File: config.mk
export PLATFORM = sky130hd
export DESIGN_NAME = node_row_scan_ctrl
export DESIGN_NICKNAME = d
export VERILOG_FILES = /design/src/rtl/node_row_scan_ctrl.sv
export SDC_FILE = /design/constraint.sdc
export NUM_CORES = 1
export LEC_CHECK = 0
export ABC_AREA = 1
export ABC_CLOCK_PERIOD_IN_PS = 2600
export BUFFER_PORTS_ARGS = -buffer_cell sky130_fd_sc_hd__buf_2
export CAP_MARGIN = 40
export CORE_ASPECT_RATIO = 1.4
export CORE_MARGIN = 3
export CORE_UTILIZATION = 40
export CTS_CLUSTER_DIAMETER = 200
export DETAILED_ROUTE_END_ITERATION = 8
export SETUP_SLACK_MARGIN = 0.02
export SLEW_MARGIN = 40
export SYNTH_ARGS = -nofsm -noshare
export SYNTH_HDL_FRONTEND = slang
export SYNTH_SLANG_ARGS = --single-unit
File: constraint.sdc
create_clock -name clk -period 2.6 [get_ports clk]
set_input_delay 0 -clock clk [delete_from_list [all_inputs] [get_ports clk]]
set_output_delay 0 -clock clk [all_outputs]
set_load 0.03 [all_outputs]
File: src/rtl/node_row_scan_ctrl.sv
// Row-at-a-time scheduler for a ROWS x COLS node array: holds each row's enable
// for WINDOW clocks, captures the row flags into a bitmap and keeps a running popcount.
module node_row_scan_ctrl #(
  parameter int ROWS   = 4,
  parameter int COLS   = 4,
  parameter int WINDOW = 4
) (
  input  logic                             clk,
  input  logic                             rst,
  input  logic                             start,
  input  logic                             abort,
  output logic [ROWS-1:0]                  row_en,
  input  logic [COLS-1:0]                  row_out,
  output logic                             busy,
  output logic                             done,
  output logic                             aborted,
  output logic [$clog2(ROWS)-1:0]          cur_row,
  output logic [ROWS*COLS-1:0]             hit_map,
  output logic [$clog2(ROWS*COLS+1)-1:0]   hit_count
);
  localparam int RW = $clog2(ROWS);
  localparam int CW = $clog2(ROWS*COLS+1);
  localparam int SW = 4;

  typedef enum logic [2:0] {S_IDLE, S_RUN, S_HOLD, S_GAP, S_DONE} state_t;

  state_t          state_reg;
  logic [SW-1:0]   slot_reg;
  logic [CW-1:0]   row_pop;
  logic            scan_start;
  logic            row_capture;
  logic            scan_active;

  assign scan_start  = (state_reg == S_IDLE) && start && !abort;
  assign row_capture = (state_reg == S_HOLD) && !abort;
  assign scan_active = (state_reg == S_RUN) || (state_reg == S_HOLD) || (state_reg == S_GAP);

  always_comb begin
    row_pop = '0;
    for (int i = 0; i < COLS; i++) begin
      row_pop = row_pop + CW'(row_out[i]);
    end
  end

  always_ff @(posedge clk) begin
    if (!rst) begin
      state_reg <= S_IDLE;
      slot_reg  <= '0;
      row_en    <= '0;
      busy      <= 1'b0;
      done      <= 1'b0;
      aborted   <= 1'b0;
      cur_row   <= '0;
      hit_count <= '0;
    end else begin
      done    <= 1'b0;
      aborted <= 1'b0;
      if (scan_active && abort) begin
        // A capture coinciding with abort is dropped: hit_count is left untouched.
        state_reg <= S_IDLE;
        row_en    <= '0;
        busy      <= 1'b0;
        aborted   <= 1'b1;
        cur_row   <= '0;
        slot_reg  <= '0;
      end else begin
        case (state_reg)
          S_IDLE: begin
            if (scan_start) begin
              state_reg <= S_RUN;
              hit_count <= '0;
              cur_row   <= '0;
              slot_reg  <= '0;
              row_en    <= ROWS'(1);
              busy      <= 1'b1;
            end
          end
          S_RUN: begin
            if (slot_reg == SW'(WINDOW-1)) begin
              state_reg <= S_HOLD;
            end else begin
              slot_reg <= slot_reg + 1'b1;
            end
          end
          S_HOLD: begin
            hit_count <= hit_count + row_pop;
            row_en    <= '0;
            if (cur_row == RW'(ROWS-1)) begin
              state_reg <= S_DONE;
              done      <= 1'b1;
            end else begin
              state_reg <= S_GAP;
            end
          end
          S_GAP: begin
            state_reg <= S_RUN;
            slot_reg  <= '0;
            cur_row   <= cur_row + 1'b1;
            row_en    <= ROWS'(1) << (cur_row + 1'b1);
          end
          S_DONE: begin
            state_reg <= S_IDLE;
            busy      <= 1'b0;
            cur_row   <= '0;
          end
          default: begin
            state_reg <= S_IDLE;
            row_en    <= '0;
            busy      <= 1'b0;
            cur_row   <= '0;
          end
        endcase
      end
    end
  end

  // One flag register per row, loaded only from that row's HOLD cycle.
  genvar gi;
  generate
    for (gi = 0; gi < ROWS; gi++) begin : g_row
      logic [COLS-1:0] flags_reg;
      always_ff @(posedge clk) begin
        if (!rst || scan_start) begin
          flags_reg <= '0;
        end else if (row_capture && (cur_row == RW'(gi))) begin
          flags_reg <= row_out;
        end
      end
      assign hit_map[gi*COLS +: COLS] = flags_reg;
    end
  endgenerate
endmodule

==> flow_summary.json <==
{
  "core_area_sq_um": 4239,
  "finalPower_uw": 1371,
  "synth_ff_type": "dfxtp_1",
  "worstPathArrival_ns": 1.99,
  "p_seq_share_pct": 43.5,
  "initial_utilization_pct": 41.91,
  "rrSetupSlack_ns": 0.83,
  "post-cts-setup-buffers": 0,
  "seq_area_frac_synth_pct": 41.69,
  "crit_path_start_kind": "flip-flop",
  "cts_htree_levels": 2,
  "hold_path_startpoint": "abort",
  "fp.dieW_microns": 62.33,
  "cap_violations": 0,
  "grt_pass1_wl_mm": 6.900,
  "cts_root_buf": "clkbuf_8",
  "p_comb_share_pct": 12.0,
  "worstSetupEndpointType": "flip-flop",
  "path_buf_inv": 2,
  "die-height_microns": 84.86,
  "io_pins": 38,
  "largest_register_ffs": 16,
  "grt_max_degree": 21,
  "slew_headroom_pct": 64.44,
  "max_freq_mhz": 566.5,
  "layout_commonest_cell": "nand2_1",
  "globalRouteMet2Util_pct": 27.45,
  "ir_drop_mv": 0.3119,
  "dr.pass1.iters": 4,
  "min_period_ns": 1.765,
  "reg2reg_depth": 8,
  "cp-startpoint": "hit_count[0]",
  "ant_nets": 0,
  "synth_area_per_cell_sq_um": 7.528,
  "synthCells": 236,
  "slowest_delay_ns": 0.42,
  "synth_nets": 255,
  "post_cts_resized": 0,
  "worstHoldEndpoint": "aborted",
  "layout_common_cells": "56 x nand2_1, 37 x dfxtp_1, 37 x buf_2, 34 x a21oi_1, 27 x inv_1",
  "min_period_over_period_pct": 67.89,
  "gr-usage-met1_pct": 18.72,
  "drt-initial-drc-count": 115,
  "clk_pin_slew_worst_paths_ns": 0.08,
  "postCtsHoldBufs": 1,
  "finalHoldViolCount": 0,
  "gp_congestion": 0.8307,
  "syn_area_sq_um": 1777,
  "io_buffers": 37,
  "grt_pass1_vias": 1503,
  "tritoncts": "yes",
  "path_cells": "inv_1 > fa_1 > fa_1 > inv_1 > nand3_1 > a21oi_1 > o21ai_0 > a21oi_1",
  "layout-drive-gt1-share_pct": 20.94,
  "setup_viol": 0,
  "cp_top_family": "adder cells",
  "grt.overflow.total": 0,
  "busiest_layer": "met2",
  "rsz0062_at_grt": "no",
  "r2r_start": "hit_count[0]",
  "num_antenna_cells": 0,
  "vias": 1602,
  "grt_util_all_layers_pct": 16.46,
  "cp_slowest_cell": "fa_1",
  "cts_sinks": 37,
  "power_density_nw_per_um2": 637.3,
  "synth_edf_count": 0,
  "hold_ws_ns": 0.01456,
  "nets": 295,
  "antenna_found_initial": 0,
  "synth_seq_cells": 37,
  "routed_wl_mm": 4.014,
  "instances_no_fill": 337,
  "row_count": 28,
  "p_leak_uw": 0.0009617,
  "drcViolationCount": 0,
  "timing.rr.end": "hit_count[4]",
  "clk_latency_ns": 0.30,
  "outcome": "finished clean",
  "grt_util_met3_pct": 5.033,
  "finalSetupTns_ns": 0,
  "crit_required_ns": 2.82,
  "wl_per_cell_microns": 11.91,
  "critPathMaxFanout": 3,
  "holdCritPathClass": "in -> reg",
  "cts_buffer_depth": 2,
  "swShare_pct": 25.59,
  "yosys_warnings": 0,
  "fin_skew_ns": 0.009616,
  "die_area_sq_um": 5289,
  "p_clk_share_pct": 44.5,
  "vias_per_cell": 4.754,
  "async_flop_share_pct": 0,
  "power_switching_uw": 350.8,
  "critical_path_class": "reg -> reg",
  "p_int_uw": 1020,
  "tightest_slew_ns": 0.5321,
  "hpwl_mm": 3.042,
  "cts_buffers": 5,
  "place_inst": 328,
  "synth_cell_types": 24,
  "worstHoldPathCells": 3,
  "areaGrowthSynthToFinish_pct": 21.06,
  "final_max_slew_viol_count": 0
}
-- power groups by stage --
stage,Combinational [uW],Sequential (uW),Clock (uW)
5_1_grt,190,598,643
3_5_place_dp,165,610,0
2_1_floorplan,105,625,0
6_report,165,596,610
3_3_place_gp,164,609,0
4_1_cts,167,596,623
-- routing by layer --
layer | vias to the layer above | wire length, microns
met5 | - | 0
met4 | 0 | 167
met3 | 12 | 216
met2 | 40 | 1969
met1 | 707 | 1660
li1 | 843 | -
-- cell type report --
| class | count | area, sq um |
|---|---|---|
| repair buffers | 38 | 195.2 |
| clock buffers | 5 | 68.82 |
| fillers | 456 | 2088 |
| inverters | 29 | 108.9 |
| flip-flops and latches | 37 | 740.7 |
| multi-input cells | 165 | 893.4 |
| well taps | 60 | 75.07 |
| clock inverters | 3 | 68.82 |
-- cells in the mapped netlist, types with 3 or more instances --
master	n	share of area, %
dfxtp_1	37	42
nor3_1	3	0.84
nand2_1	56	12
nand2_2	4	1.4
inv_1	27	5.7
nor2_1	14	3.0
ha_1	8	5.6
buf_2	3	0.84
nand3_1	21	5.9
o21ai_0	9	2.5
fa_1	3	3.4
a21oi_1	34	9.6
-- metrics by stage --
stage          utilization [%]  cell area [sq um]  setup slack, ns
2_1_floorplan                -               1777           0.6849
3_3_place_gp             47.26               2003           0.5530
3_5_place_dp             47.26               2003           0.5239
4_1_cts                  50.74               2151           0.8250
5_1_grt                  50.74               2151           0.6645
6_report                 50.74               2151           0.8347
-- tightest hold or removal path: cells and delay by family --
family	cells	cell delay, ns
simple gates	2	0.13
buf+inv	1	0.13
-- worst max path at each step --
stage | endpoint | slack (ns) | depth (start not counted)
floorplan | hit_count[4] | 0.68 | 8
global placement | hit_count[4] | 0.55 | 10
detailed placement | hit_count[4] | 0.52 | 10
CTS | hit_count[4] | 0.83 | 8
global route | hit_count[4] | 0.66 | 8
finish | hit_count[4] | 0.83 | 8
-- kinds of logic (layout without fill, tap and decap cells) --
logic type / after synthesis / count (layout) / share of synthesized area (%)
AND/OR/NAND/NOR: 106 / 106 / 27.04
AO/OA/AOI/OAI: 48 / 48 / 14.23
flip-flops: 37 / 37 / 41.69
buffers and inverters: 34 / 75 / 8.028
adder cells (fa/ha/maj): 11 / 11 / 9.014
(Power assumes the default switching activity.)
